--- src/rtl/axi_rd_burst_gen_if.sv ---
// Request and AR-channel bundle for the read-address burst generator.
// master: the generator side. slave: the requester / AR consumer side.
interface axi_rd_burst_gen_if #(
    parameter int unsigned ADDR_WIDTH   = 32,
    parameter int unsigned ID_MAX_WIDTH = 12,
    parameter int unsigned LEN_WIDTH    = 20
);
    // Request side
    logic                    req_valid;
    logic                    req_ready;
    logic [ADDR_WIDTH-1:0]   req_addr;
    logic [LEN_WIDTH-1:0]    req_beats;
    logic [ID_MAX_WIDTH-1:0] req_id;
    logic                    busy;
    logic                    done;

    // AR channel
    logic                    arvalid;
    logic                    arready;
    logic [ID_MAX_WIDTH-1:0] arid;
    logic [ADDR_WIDTH-1:0]   araddr;
    logic [3:0]              arlen;
    logic [2:0]              arsize;
    logic [1:0]              arbrust;
    logic [1:0]              arlock;
    logic [3:0]              arcache;
    logic [2:0]              arprot;
    logic [3:0]              arqos;
    logic [3:0]              arregion;

    modport master (
        input  req_valid, req_addr, req_beats, req_id, arready,
        output req_ready, busy, done,
        output arvalid, arid, araddr, arlen, arsize, arbrust, arlock, arcache, arprot, arqos,
        output arregion
    );

    modport slave (
        output req_valid, req_addr, req_beats, req_id, arready,
        input  req_ready, busy, done,
        input  arvalid, arid, araddr, arlen, arsize, arbrust, arlock, arcache, arprot, arqos,
        input  arregion
    );
endinterface

--- src/rtl/axi_rd_burst_gen.sv ---
// AXI read-address burst generator: splits one linear read request into INCR
// bursts of at most 16 beats that never cross a 4 KB boundary.
module axi_rd_burst_gen #(
    parameter int unsigned ADDR_WIDTH   = 32,
    parameter int unsigned DATA_WIDTH   = 32,
    parameter int unsigned ID_MAX_WIDTH = 12,
    parameter int unsigned LEN_WIDTH    = 20
) (
    input  logic                   clk,
    input  logic                   rst_n,
    axi_rd_burst_gen_if.master     bus
);
    localparam int unsigned BPB      = DATA_WIDTH / 8;
    localparam int unsigned SIZE_LOG = $clog2(BPB);

    typedef enum logic [1:0] {IDLE, CALC, ISSUE} state_t;

    state_t                  r_state;
    logic [ADDR_WIDTH-1:0]   r_addr;
    logic [LEN_WIDTH-1:0]    r_rem;
    logic [LEN_WIDTH-1:0]    r_blen;
    logic [ID_MAX_WIDTH-1:0] r_id;
    logic                    r_arvalid;
    logic [ADDR_WIDTH-1:0]   r_araddr;
    logic [3:0]              r_arlen;
    logic [ID_MAX_WIDTH-1:0] r_arid;
    logic                    r_busy;
    logic                    r_done;

    logic [12:0]             w_to4k;
    logic [LEN_WIDTH-1:0]    w_blen;
    logic [LEN_WIDTH-1:0]    w_rem_next;
    logic [ADDR_WIDTH-1:0]   w_step;
    logic [ADDR_WIDTH-1:0]   w_addr_aligned;

    // Beats left before the next 4 KB boundary; address is beat-aligned so the shift is exact
    assign w_to4k         = (13'd4096 - {1'b0, r_addr[11:0]}) >> SIZE_LOG;
    assign w_rem_next     = r_rem - r_blen;
    assign w_step         = ADDR_WIDTH'(r_blen) << SIZE_LOG;
    assign w_addr_aligned = bus.req_addr & ~ADDR_WIDTH'(BPB - 1);

    // Burst length = min(remaining, 16, beats to 4 KB boundary)
    always_comb begin
        w_blen = r_rem;
        if (w_blen > LEN_WIDTH'(16)) begin
            w_blen = LEN_WIDTH'(16);
        end
        if (w_blen > LEN_WIDTH'(w_to4k)) begin
            w_blen = LEN_WIDTH'(w_to4k);
        end
    end

    // Control FSM with registered AR fields, busy and done
    always_ff @(posedge clk or negedge rst_n) begin
        if (!rst_n) begin
            r_state   <= IDLE;
            r_addr    <= '0;
            r_rem     <= '0;
            r_blen    <= '0;
            r_id      <= '0;
            r_arvalid <= 1'b0;
            r_araddr  <= '0;
            r_arlen   <= '0;
            r_arid    <= '0;
            r_busy    <= 1'b0;
            r_done    <= 1'b0;
        end else begin
            r_done <= 1'b0;
            case (r_state)
                IDLE: begin
                    if (bus.req_valid) begin
                        r_addr <= w_addr_aligned;
                        r_rem  <= bus.req_beats;
                        r_id   <= bus.req_id;
                        if (bus.req_beats == '0) begin
                            r_done <= 1'b1;
                        end else begin
                            r_busy  <= 1'b1;
                            r_state <= CALC;
                        end
                    end
                end
                CALC: begin
                    r_blen    <= w_blen;
                    r_araddr  <= r_addr;
                    r_arlen   <= 4'(w_blen - LEN_WIDTH'(1));
                    r_arid    <= r_id;
                    r_arvalid <= 1'b1;
                    r_state   <= ISSUE;
                end
                ISSUE: begin
                    // arvalid is always high here, so arready alone completes the handshake
                    if (bus.arready) begin
                        r_arvalid <= 1'b0;
                        r_addr    <= r_addr + w_step;
                        r_rem     <= w_rem_next;
                        if (w_rem_next == '0) begin
                            r_done  <= 1'b1;
                            r_busy  <= 1'b0;
                            r_state <= IDLE;
                        end else begin
                            r_state <= CALC;
                        end
                    end
                end
                default: r_state <= IDLE;
            endcase
        end
    end

    assign bus.req_ready = (r_state == IDLE);
    assign bus.busy      = r_busy;
    assign bus.done      = r_done;
    assign bus.arvalid   = r_arvalid;
    assign bus.araddr    = r_araddr;
    assign bus.arlen     = r_arlen;
    assign bus.arid      = r_arid;
    assign bus.arsize    = 3'(SIZE_LOG);
    assign bus.arbrust   = 2'b01;
    assign bus.arlock    = 2'b00;
    assign bus.arcache   = 4'b0011;
    assign bus.arprot    = 3'b000;
    assign bus.arqos     = 4'b0000;
    assign bus.arregion  = 4'b0000;
endmodule

--- src/flat_wrapper.sv ---
// flat-port wrapper written by rule: the top's interface ports become plain ports
module axi_rd_burst_gen_flat 
#(
    parameter int unsigned ADDR_WIDTH   = 32,
    parameter int unsigned DATA_WIDTH   = 32,
    parameter int unsigned ID_MAX_WIDTH = 12,
    parameter int unsigned LEN_WIDTH    = 20
)
  (clk, rst_n, bus_req_valid, bus_req_addr, bus_req_beats, bus_req_id, bus_arready, bus_req_ready, bus_busy, bus_done, bus_arvalid, bus_arid, bus_araddr, bus_arlen, bus_arsize, bus_arbrust, bus_arlock, bus_arcache, bus_arprot, bus_arqos, bus_arregion);
  axi_rd_burst_gen_if #(.ADDR_WIDTH(ADDR_WIDTH), .ID_MAX_WIDTH(ID_MAX_WIDTH), .LEN_WIDTH(LEN_WIDTH)) bus_i ();
  input  logic clk;
  input  logic rst_n;
  input wire logic [$bits(bus_i.req_valid)-1:0] bus_req_valid;
  input wire logic [$bits(bus_i.req_addr)-1:0] bus_req_addr;
  input wire logic [$bits(bus_i.req_beats)-1:0] bus_req_beats;
  input wire logic [$bits(bus_i.req_id)-1:0] bus_req_id;
  input wire logic [$bits(bus_i.arready)-1:0] bus_arready;
  output wire logic [$bits(bus_i.req_ready)-1:0] bus_req_ready;
  output wire logic [$bits(bus_i.busy)-1:0] bus_busy;
  output wire logic [$bits(bus_i.done)-1:0] bus_done;
  output wire logic [$bits(bus_i.arvalid)-1:0] bus_arvalid;
  output wire logic [$bits(bus_i.arid)-1:0] bus_arid;
  output wire logic [$bits(bus_i.araddr)-1:0] bus_araddr;
  output wire logic [$bits(bus_i.arlen)-1:0] bus_arlen;
  output wire logic [$bits(bus_i.arsize)-1:0] bus_arsize;
  output wire logic [$bits(bus_i.arbrust)-1:0] bus_arbrust;
  output wire logic [$bits(bus_i.arlock)-1:0] bus_arlock;
  output wire logic [$bits(bus_i.arcache)-1:0] bus_arcache;
  output wire logic [$bits(bus_i.arprot)-1:0] bus_arprot;
  output wire logic [$bits(bus_i.arqos)-1:0] bus_arqos;
  output wire logic [$bits(bus_i.arregion)-1:0] bus_arregion;
  assign bus_i.req_valid = bus_req_valid;
  assign bus_i.req_addr = bus_req_addr;
  assign bus_i.req_beats = bus_req_beats;
  assign bus_i.req_id = bus_req_id;
  assign bus_i.arready = bus_arready;
  assign bus_req_ready = bus_i.req_ready;
  assign bus_busy = bus_i.busy;
  assign bus_done = bus_i.done;
  assign bus_arvalid = bus_i.arvalid;
  assign bus_arid = bus_i.arid;
  assign bus_araddr = bus_i.araddr;
  assign bus_arlen = bus_i.arlen;
  assign bus_arsize = bus_i.arsize;
  assign bus_arbrust = bus_i.arbrust;
  assign bus_arlock = bus_i.arlock;
  assign bus_arcache = bus_i.arcache;
  assign bus_arprot = bus_i.arprot;
  assign bus_arqos = bus_i.arqos;
  assign bus_arregion = bus_i.arregion;
  axi_rd_burst_gen #(.ADDR_WIDTH(ADDR_WIDTH), .DATA_WIDTH(DATA_WIDTH), .ID_MAX_WIDTH(ID_MAX_WIDTH), .LEN_WIDTH(LEN_WIDTH)) u_core (.clk(clk), .rst_n(rst_n), .bus(bus_i));
endmodule
--- config.mk ---
export PLATFORM = sky130hd
export DESIGN_NAME = axi_rd_burst_gen_flat
export DESIGN_NICKNAME = d
export VERILOG_FILES = /design/src/rtl/axi_rd_burst_gen_if.sv /design/src/rtl/axi_rd_burst_gen.sv /design/src/flat_wrapper.sv
export SDC_FILE = /design/constraint.sdc
export NUM_CORES = 1
export LEC_CHECK = 0
export BUFFER_PORTS_ARGS = -buffer_cell sky130_fd_sc_hd__buf_2
export CORE_UTILIZATION = 35
export DETAILED_ROUTE_END_ITERATION = 12
export PLACE_DENSITY = 0.54
export SLEW_MARGIN = 30
export SYNTH_ARGS = -nofsm -noshare
export SYNTH_HDL_FRONTEND = slang
export SYNTH_SLANG_ARGS = --single-unit
--- constraint.sdc ---
create_clock -name clk -period 2.9 [get_ports clk]
set_clock_uncertainty 0.15 [all_clocks]
set_input_delay 0.58 -clock clk [delete_from_list [all_inputs] [get_ports clk]]
set_output_delay 0.58 -clock clk [all_outputs]
set_load 0.01 [all_outputs]
* Yosys cells after proc, flatten, opt, wreduce, memory -nomap -nowiden
Cells that the tools add are included.
** Storage, ports and cells
- Register bits :: 137
- Input port bits :: 68
- Output and inout bits :: 74
- Word-level logic and storage cells :: 58
** Operators by class
- $add $sub $neg :: 4
- Magnitude comparators :: 2
- Eq/ne operators :: 6
- Muxes and demuxes :: 25
- Reductions and logical operators :: 10
** Operators with widths (count)
- 20-bit two-way mux :: 4
- 32-bit two-way mux :: 2
- 32-bit one-hot mux with 2 select lines :: 1
- 20-bit logical NOT :: 2
- 20-bit one-hot mux with 2 select lines :: 1
- 32-bit by 22-bit adder with 32-bit output :: 1
- 20-bit by 11-bit > comparator with 1-bit output :: 1
- 20-bit by 5-bit > comparator with 1-bit output (second input constant) :: 1
- 20-bit subtractor :: 1
- 13-bit by 12-bit subtractor with 13-bit output (first input constant) :: 1
- 1-bit two-way mux :: 10
- 2-bit two-way mux :: 3
- 2-bit != test (second input constant) :: 3
- 1-bit one-hot mux with 2 select lines :: 3
- 2-bit one-hot mux with 3 select lines :: 1
- 3-bit AND reduction :: 2
- 5-bit AND reduction :: 1
- 2-bit AND reduction :: 2
- 2-bit nonzero test :: 2
- 4-bit by 1-bit subtractor with 4-bit output (second input constant) :: 1
- 2-bit by 1-bit equality test with 1-bit output (second input constant) :: 1
- 2-bit equality test (second input constant) :: 1
- 2-bit logical NOT :: 1
- 2-bit by 1-bit != test with 1-bit output (second input constant) :: 1

* Depth between registers and ports, before layout
Gate-level depths: netlist of run 1.
- Depth in word-level cells :: 5
- Depth in mapped cells :: 16
- Gate-level depth less buffers :: 16

* Least setup slack after synthesis of run 1
No wires, ideal clock.
- Path kind :: flip-flop to flip-flop
- Start :: register u_core.r_rem[10]
- End :: register u_core.r_arlen[2] (netlist: u_core.bus.arlen[2])
- Library setup time :: 135 ps
- Arrival time :: 2958 ps
- Required time :: 2615 ps
- Path slack :: -343 ps
- Stages on the path, launching flop included :: 15
- Path buffers :: 0
- Clock period less this slack :: 3243 ps
- Path through :: dfrtp_1 -> nor4_1 -> nand4_1 -> nor3_1 -> ha_1 -> nor2b_1 -> o21a_1 -> o21a_1 -> o21bai_1 -> a21oi_1 -> o21ai_1 -> mux2i_1 -> ha_1 -> xor2_1 -> o21ai_0
** On the way
- Word-level cells in the longest chain between the ends :: 5
** RTL lines
- from (decl) :: line axi_rd_burst_gen.sv:20 : logic [LEN_WIDTH-1:0] r_rem;
- from (signal assigned) :: line axi_rd_burst_gen.sv:73 : r_rem <= bus.req_beats;
- from (signal assigned) :: line axi_rd_burst_gen.sv:96 : r_rem <= w_rem_next;
- 20-bit by 5-bit > comparator with 1-bit output :: line axi_rd_burst_gen.sv:45 : if (w_blen > LEN_WIDTH'(16)) begin
- 20-bit two-way mux (*) :: line axi_rd_burst_gen.sv:45
- 20-bit by 11-bit > comparator with 1-bit output :: line axi_rd_burst_gen.sv:48 : if (w_blen > LEN_WIDTH'(w_to4k)) begin
- 20-bit two-way mux (*) :: line axi_rd_burst_gen.sv:48
- 4-bit by 1-bit subtractor with 4-bit output (*) :: line axi_rd_burst_gen.sv:86 : r_arlen <= 4'(w_blen - LEN_WIDTH'(1));
- to (signal assigned) :: line axi_rd_burst_gen.sv:86
- to (decl) :: line axi_rd_burst_gen.sv:25 : logic [3:0] r_arlen;
Mark *: on every way between the ends. The rest lies on a longest branch, timed or not.
A chain may end at the register's enable or synchronous reset.

* Worst setup path after layout of run 1
- Start :: register u_core.r_rem[12]
- End :: register u_core.r_arlen[2] (netlist: u_core.bus.arlen[2])
The elaborated chain is that of the path after synthesis.

==> run_results.csv, run 1 <==
group,metric,value,unit
synthesis,synth_common_cells,"nand2_1, dfrtp_1, nor2_1",
pwr,p_total,15.33,mW
clocking,cts_buffer_depth,2,
worst_setup_path,cp-end-kind,"flip-flop",
pwr,p_leak,5.636,nW
floorplan,die_w,156.5,µm
synthesis,ys_types,69,
timing,max_freq,306.2,MHz
outcome,failed_checks,"negative hold slack, negative setup slack",
clocking,clkTransAtPathRegs,70,ps
placed_design,dp.cells,1567,
timing,hold_viol,1,
worst_setup_path,r2r_cells,16,
worst_setup_path,cp_data_arrival_time,3410,ps
timing,relSlewSlack,53.68,%
min_path,hold_class,"in2async",
placed_design,routabilityCongestion,0.8603,
cells_and_area,nets,1407,
timing,fin_crit_sh,112.6,%
placed_design,io_buffer_count,115,
outcome,status,"complete, but fails checks",
timing,rsz0062_at_grt,"yes",
worst_setup_path,crit_path_start_kind,"flip-flop",
synthesis,synth_edf_count,0,
global_routing,grt.total_usage,21.11,%
global_routing,grt_pass1_vias,7552,
global_routing,overflow,0,
synthesis,ys_ff_latch,133,
timing,setup-tns-final,-3255,ps
routing,wl_per_cell,15.70,µm
floorplan,start_util,35.68,%
routing,drt_iter0_markers,426,
timing,hold_slack,-2.108,ps
routing,vias,7952,
clocking,cts_hold_buf,0,
pwr,ir_drop,0.4501,mV
worst_setup_path,r2r_start,"u_core.r_rem[12]",
floorplan,fp.dieH,156.5,µm
cells_and_area,areaGrowthSynthToFinish,41.05,%
synthesis,synthCells,1014,
routing,finalWirelength,25370,µm
routing,drt-vias-per-instance,4.921,
placed_design,dp_hpwl,18850,µm
routing,ant_nets,0,
routing,firstDrtPassIters,5,
pwr,p_per_area,1302,mW/mm²
synthesis,synthArstFlopShare,100.0,%
synthesis,syn_area,0.008349,mm²
synthesis,synth_top_area_share,39.86,%
timing,finalSetupViolations,20,
floorplan,core_area,0.02340,mm²
synthesis,yosysTopAreaCell,"dfrtp_1",
clocking,insertion_delay,430,ps
worst_setup_path,r2r_end,"u_core.bus.arlen[2]",
timing,worst_slack,-365.5,ps
clocking,clockRootBuffer,"clkbuf_16",
worst_setup_path,path_max_fanout,5,
timing,fin_crit,3265,ps
synthesis,synth.most_common_cell,"nand2_1",
global_routing,grt_max_degree,67,
run,cap_viol_max_count,0,
global_routing,grt_pass1_wl,39810,µm
synthesis,yosysSeqAreaShare,39.86,%
global_routing,antenna_found_initial,0,
clocking,cts_made_buffers,17,
cells_and_area,final_core_util,50.32,%
worst_setup_path,ff2ff_setup_slack,-370,ps
clocking,cts_tree,"done",
synthesis,synth_ff_type,"dfrtp_1",
timing,drv_slew,0,
clocking,cts.sinks,133,
synthesis,synth.area.top_cells,"dfrtp_1, nand2_1, ha_1",
synthesis,yosysWarningCount,0,
floorplan,dieArea,0.02448,mm²
worst_setup_path,critical_path_required,3040,ps
synthesis,avgSynthCellArea,8.234,µm²
floorplan,num_rows,56,
clocking,htree_num_levels,4,
cells_and_area,stdcell_count,1616,
cells_and_area,drive_gt1_share,33.23,%
floorplan,io_pins,142,
worst_setup_path,crit_type,"reg2reg",
timing,worstMarginPinSlew,694.7,ps
routing,drc,0,
cells_and_area,num_antenna_cells,0,
[routing by layer]
| layer | wire (µm) | GRT usage (%) | share of wire [%] | vias to the layer above |
|---|---|---|---|---|
| met3 | 676 | 3.240 | 2.7 | 19 |
| met4 | 305 | 6.162 | 1.2 | 0 |
| met5 | 0 | 0 | 0 | - |
| li1 | - | - | - | 4018 |
| met1 | 12130 | 28.99 | 48 | 3770 |
| met2 | 12270 | 34.20 | 48 | 145 |
[metrics by stage]
stage | worst slack [ps] | instance area, µm²
after detailed placement | -497.3 | 10360
after global routing | -562.0 | 11780
final | -365.5 | 11780
after CTS | -415.3 | 11240
after global placement | -426.4 | 10360
after floorplan | -140.7 | 8469
[layout make-up]
cell class	instances	area, µm²
inverter	33	127.6
fill	2271	11630
sequential	133	3332
tap	319	399.1
clock buffer	17	425.4
clock inverter	15	191.4
timing repair buffer	289	1991
multi-input combinational	810	5310
[how the worst max path moves through the flow]
stage	startpoint	endpoint	slack (ps)	cells after the start
CTS	u_core.r_rem[11]	u_core.bus.arlen[2]	-420	15
finish	u_core.r_rem[12]	u_core.bus.arlen[2]	-370	16
detailed placement	u_core.r_rem[12]	u_core.bus.arlen[2]	-500	15
floorplan	u_core.r_rem[14]	u_core.bus.arlen[2]	-140	14
global route	u_core.r_rem[12]	u_core.bus.arlen[2]	-560	16
global placement	u_core.r_rem[12]	u_core.bus.arlen[2]	-430	15
[cell families (layout without fill, tap and decap cells)]
logic type	after synthesis	after routing	synth area share, %
and+or+nand+nor	444	444	23.08
AOI/OAI and AO/OA	243	243	18.72
DFF	133	133	39.86
buffers and inverters	99	354	5.620
adders and majority gates	55	55	8.422
xor gates and xnor gates	35	35	3.851
muxes	3	3	0.3597
other	2	30	0.08995
[worst max-delay path, stage by stage, from the launching register on]
cell	delay, ps
dfrtp_1	390
nor4_2	320
nand4_1	160
buf_6	160
nor3_4	170
ha_4	230
nor2b_4	120
o21a_1	160
o21a_1	160
o21bai_1	120
a21oi_1	90
o21ai_2	130
buf_6	140
mux2i_2	240
ha_2	210
xor2_1	130
o21ai_1	70
[registers in the layout, summed over array words and instances (netlist names)]
| name | count |
|---|---|
| u_core.r_id | 12 |
| u_core.bus.arid | 12 |
| u_core.r_blen | 20 |
| u_core.bus.busy | 1 |
| u_core.bus.arlen | 4 |
| u_core.bus.araddr | 30 |
| u_core.bus.arvalid | 1 |
| u_core.bus.done | 1 |
| u_core.r_state | 2 |
| u_core.r_addr | 30 |
| u_core.r_rem | 20 |
[report_power, final]
| part | leakage (nW) | switching [mW] | internal (mW) |
|---|---|---|---|
| combinational | 3.72 | 5.11 | 4.62 |
| sequential | 1.62 | 0.625 | 2.68 |
| clock | 0.292 | 0.920 | 1.37 |
| total | 5.64 | 6.65 | 8.67 |
[cells in the final DEF, fill, tap and decap left out, types with 5 or more instances in the layout]
master and count:
a31oi_1 13, clkbuf_16 17, xor2_1 13, buf_6 13
nor4_1 10, inv_1 28, buf_4 157, nor2_1 77
nand2_1 253, inv_6 7, nand4_1 7, a211oi_1 6
dfrtp_1 130, o21bai_1 5, nand3_1 11, a21oi_2 9
o21a_1 13, o21ai_2 5, a21oi_1 62, or3_1 5
buf_2 114, o21ai_1 11, ha_1 37, a21o_1 17
nor3_1 16, and3_1 11, o31ai_1 9, xnor2_1 18
o21ai_0 45, nand2b_1 7, and2_1 5, conb_1 30
ha_4 15
[what timing repair did]
action                     in CTS  in global routing
pin swaps                      25                 38
resized for setup              48                 84
buffers inserted                3                 18
setup endpoints to repair      33                 35
Power figures use the tool's default switching activity.
==> inputs of run 2 (changes only) <==
Settings changed: PLACE_DENSITY 0.54 to unset, RECOVER_POWER set to 50.
==> run_results.csv, run 2 (synthesized netlist as in run 1, its figures left out) <==
group,metric,value,unit
pwr,intPower,8.422,mW
timing,relSlewSlack,7.187,%
routing,vias,8048,
global_routing,grt.total_usage,20.95,%
cells_and_area,fillers,2329,
clocking,htree_num_levels,4,
pwr,ir_drop,0.4522,mV
timing,rsz0062_at_grt,"yes",
clocking,clkTransAtPathRegs,70,ps
floorplan,io_pins,142,
pwr,p_switching,6.609,mW
routing,ant_nets,0,
global_routing,grt_max_degree,52,
pwr,p_total,15.03,mW
cells_and_area,final_common_cell,"nand2_1",
placed_design,dp.cells,1567,
pwr,p_comb_share,63.1,%
pwr,p_leak,5.492,nW
clocking,cts_made_buffers,17,
timing,worstMarginPinSlew,1392,ps
placed_design,dp_hpwl,18620,µm
placed_design,dp_slack,-402.3,ps
timing,fin_crit_sh,112.1,%
cells_and_area,regArea,0.003333,mm²
worst_setup_path,crit_type,"reg2reg",
clocking,cts.sinks,133,
floorplan,fp.dieH,156.5,µm
floorplan,dieArea,0.02448,mm²
timing,drv_slew,0,
cells_and_area,areaGrowthSynthToFinish,37.85,%
routing,wl_per_cell,15.53,µm
pwr,p_seq_share,21.9,%
cells_and_area,nets,1405,
cells_and_area,layout_common_cells,"nand2_1, buf_4, dfrtp_1, nor2_1, buf_2",
global_routing,grt_pass1_wl,39810,µm
routing,drt_iter0_markers,433,
worst_setup_path,cp-end-kind,"flip-flop",
min_path,hold_class,"in2reg",
timing,worst_slack,-350.4,ps
worst_setup_path,path_max_fanout,5,
clocking,insertion_delay,430,ps
cells_and_area,drive_gt1_share,29.34,%
floorplan,num_rows,56,
floorplan,start_util,35.68,%
clocking,clockRootBuffer,"clkbuf_16",
routing,firstDrtPassIters,5,
pwr,pwr-share-clk,15.0,%
placed_design,routabilityCongestion,0.9052,
timing,setup-tns-final,-2668,ps
timing,max_freq,307.7,MHz
cells_and_area,design_area,0.01151,mm²
routing,finalWirelength,25070,µm
cells_and_area,stdcell_count,1614,
global_routing,overflow,0,
routing,drc,0,
cells_and_area,multiInputGateArea,0.005162,mm²
run,cap_viol_max_count,0,
timing,finalSetupViolations,19,
timing,hold_slack,186.3,ps
floorplan,core_area,0.02340,mm²
clocking,cts_buffer_depth,2,
cells_and_area,num_antenna_cells,0,
pwr,p_per_area,1306,mW/mm²
clocking,cts_tree,"done",
global_routing,grt_pass1_vias,7816,
placed_design,placed_area,0.01035,mm²
outcome,failed_checks,"negative setup slack",
routing,drt-vias-per-instance,4.986,
pwr,p_sw_share,43.97,%
floorplan,die_w,156.5,µm
outcome,status,"complete, but fails checks",
worst_setup_path,cp_data_arrival_time,3410,ps
worst_setup_path,crit_path_start_kind,"flip-flop",
timing,hold_viol,0,
worst_setup_path,critical_path_required,3060,ps
cells_and_area,final_core_util,49.18,%
placed_design,io_buffer_count,115,
timing,fin_crit,3250,ps
global_routing,antenna_found_initial,0,
-- run 2: cell types whose count changed in the layout (fill, tap and decap cells not counted), sizes merged --
cell	previous run	this run
clkbuf	17	56
buf	289	247
inv	39	43
clkinvlp	4	3
dlygate4sd3	0	1
clkinv	2	0
bufinv	3	2
-- run 2: critical path, stage by stage, from the launching register on --
cell	delay [ps]
dfrtp_1	380
nor4_2	300
nand4_1	140
buf_6	160
or2_2	300
ha_1	210
a21o_1	170
a21o_1	170
a21oi_1	140
a21oi_1	90
o21ai_2	230
mux2i_1	280
ha_2	210
xor2_1	130
o21ai_1	70
-- run 2: layout make-up --
class	count	area share, %
timing repair buffer	287	16.38
clock buffer	17	3.696
sequential	133	28.96
tap	319	3.468
inverter	33	1.076
clock inverter	15	1.565
multi-input combinational	810	44.85
-- run 2: power by group through the flow --
stage	Combinational (mW)	Sequential, mW	Clock, mW
floorplan	4.79	3.34	0
global placement	8.34	3.26	0
detailed placement	8.43	3.29	0
CTS	9.01	3.28	2.28
global route	10.5	3.39	2.36
finish	9.49	3.29	2.25
-- run 2: what timing repair did --
item | in CTS | in global routing
pin swaps | 30 | 24
endpoints found under the hold margin | 47 | 0
endpoints found under the setup margin | 32 | 40
hold buffers | 1 | 0
setup buffers | 7 | 7
resized for setup | 53 | 51
-- run 2: final timing paths --
kind	start	to	slack [ps]	cells after the start
max reg2reg	u_core.r_rem[14]	u_core.bus.arlen[2]	-350	14
min in group asynchronous	rst_n	u_core.bus.araddr[13]	850	2
max	u_core.r_rem[14]	u_core.bus.arlen[2]	-350	14
min	bus_req_id[4]	u_core.r_id[4]	190	3
min reg2reg	u_core.r_id[3]	u_core.bus.arid[3]	310	2
max in group asynchronous	rst_n	u_core.r_blen[11]	490	3
-- run 2: routing by layer --
layer | global-route usage [%] | share of wire, % | up-vias
met1 | 28.10 | 47 | 3839
met5 | 0 | 0 | -
li1 | - | - | 4004
met2 | 34.89 | 48 | 185
met4 | 5.649 | 1.1 | 0
met3 | 3.351 | 4.1 | 20
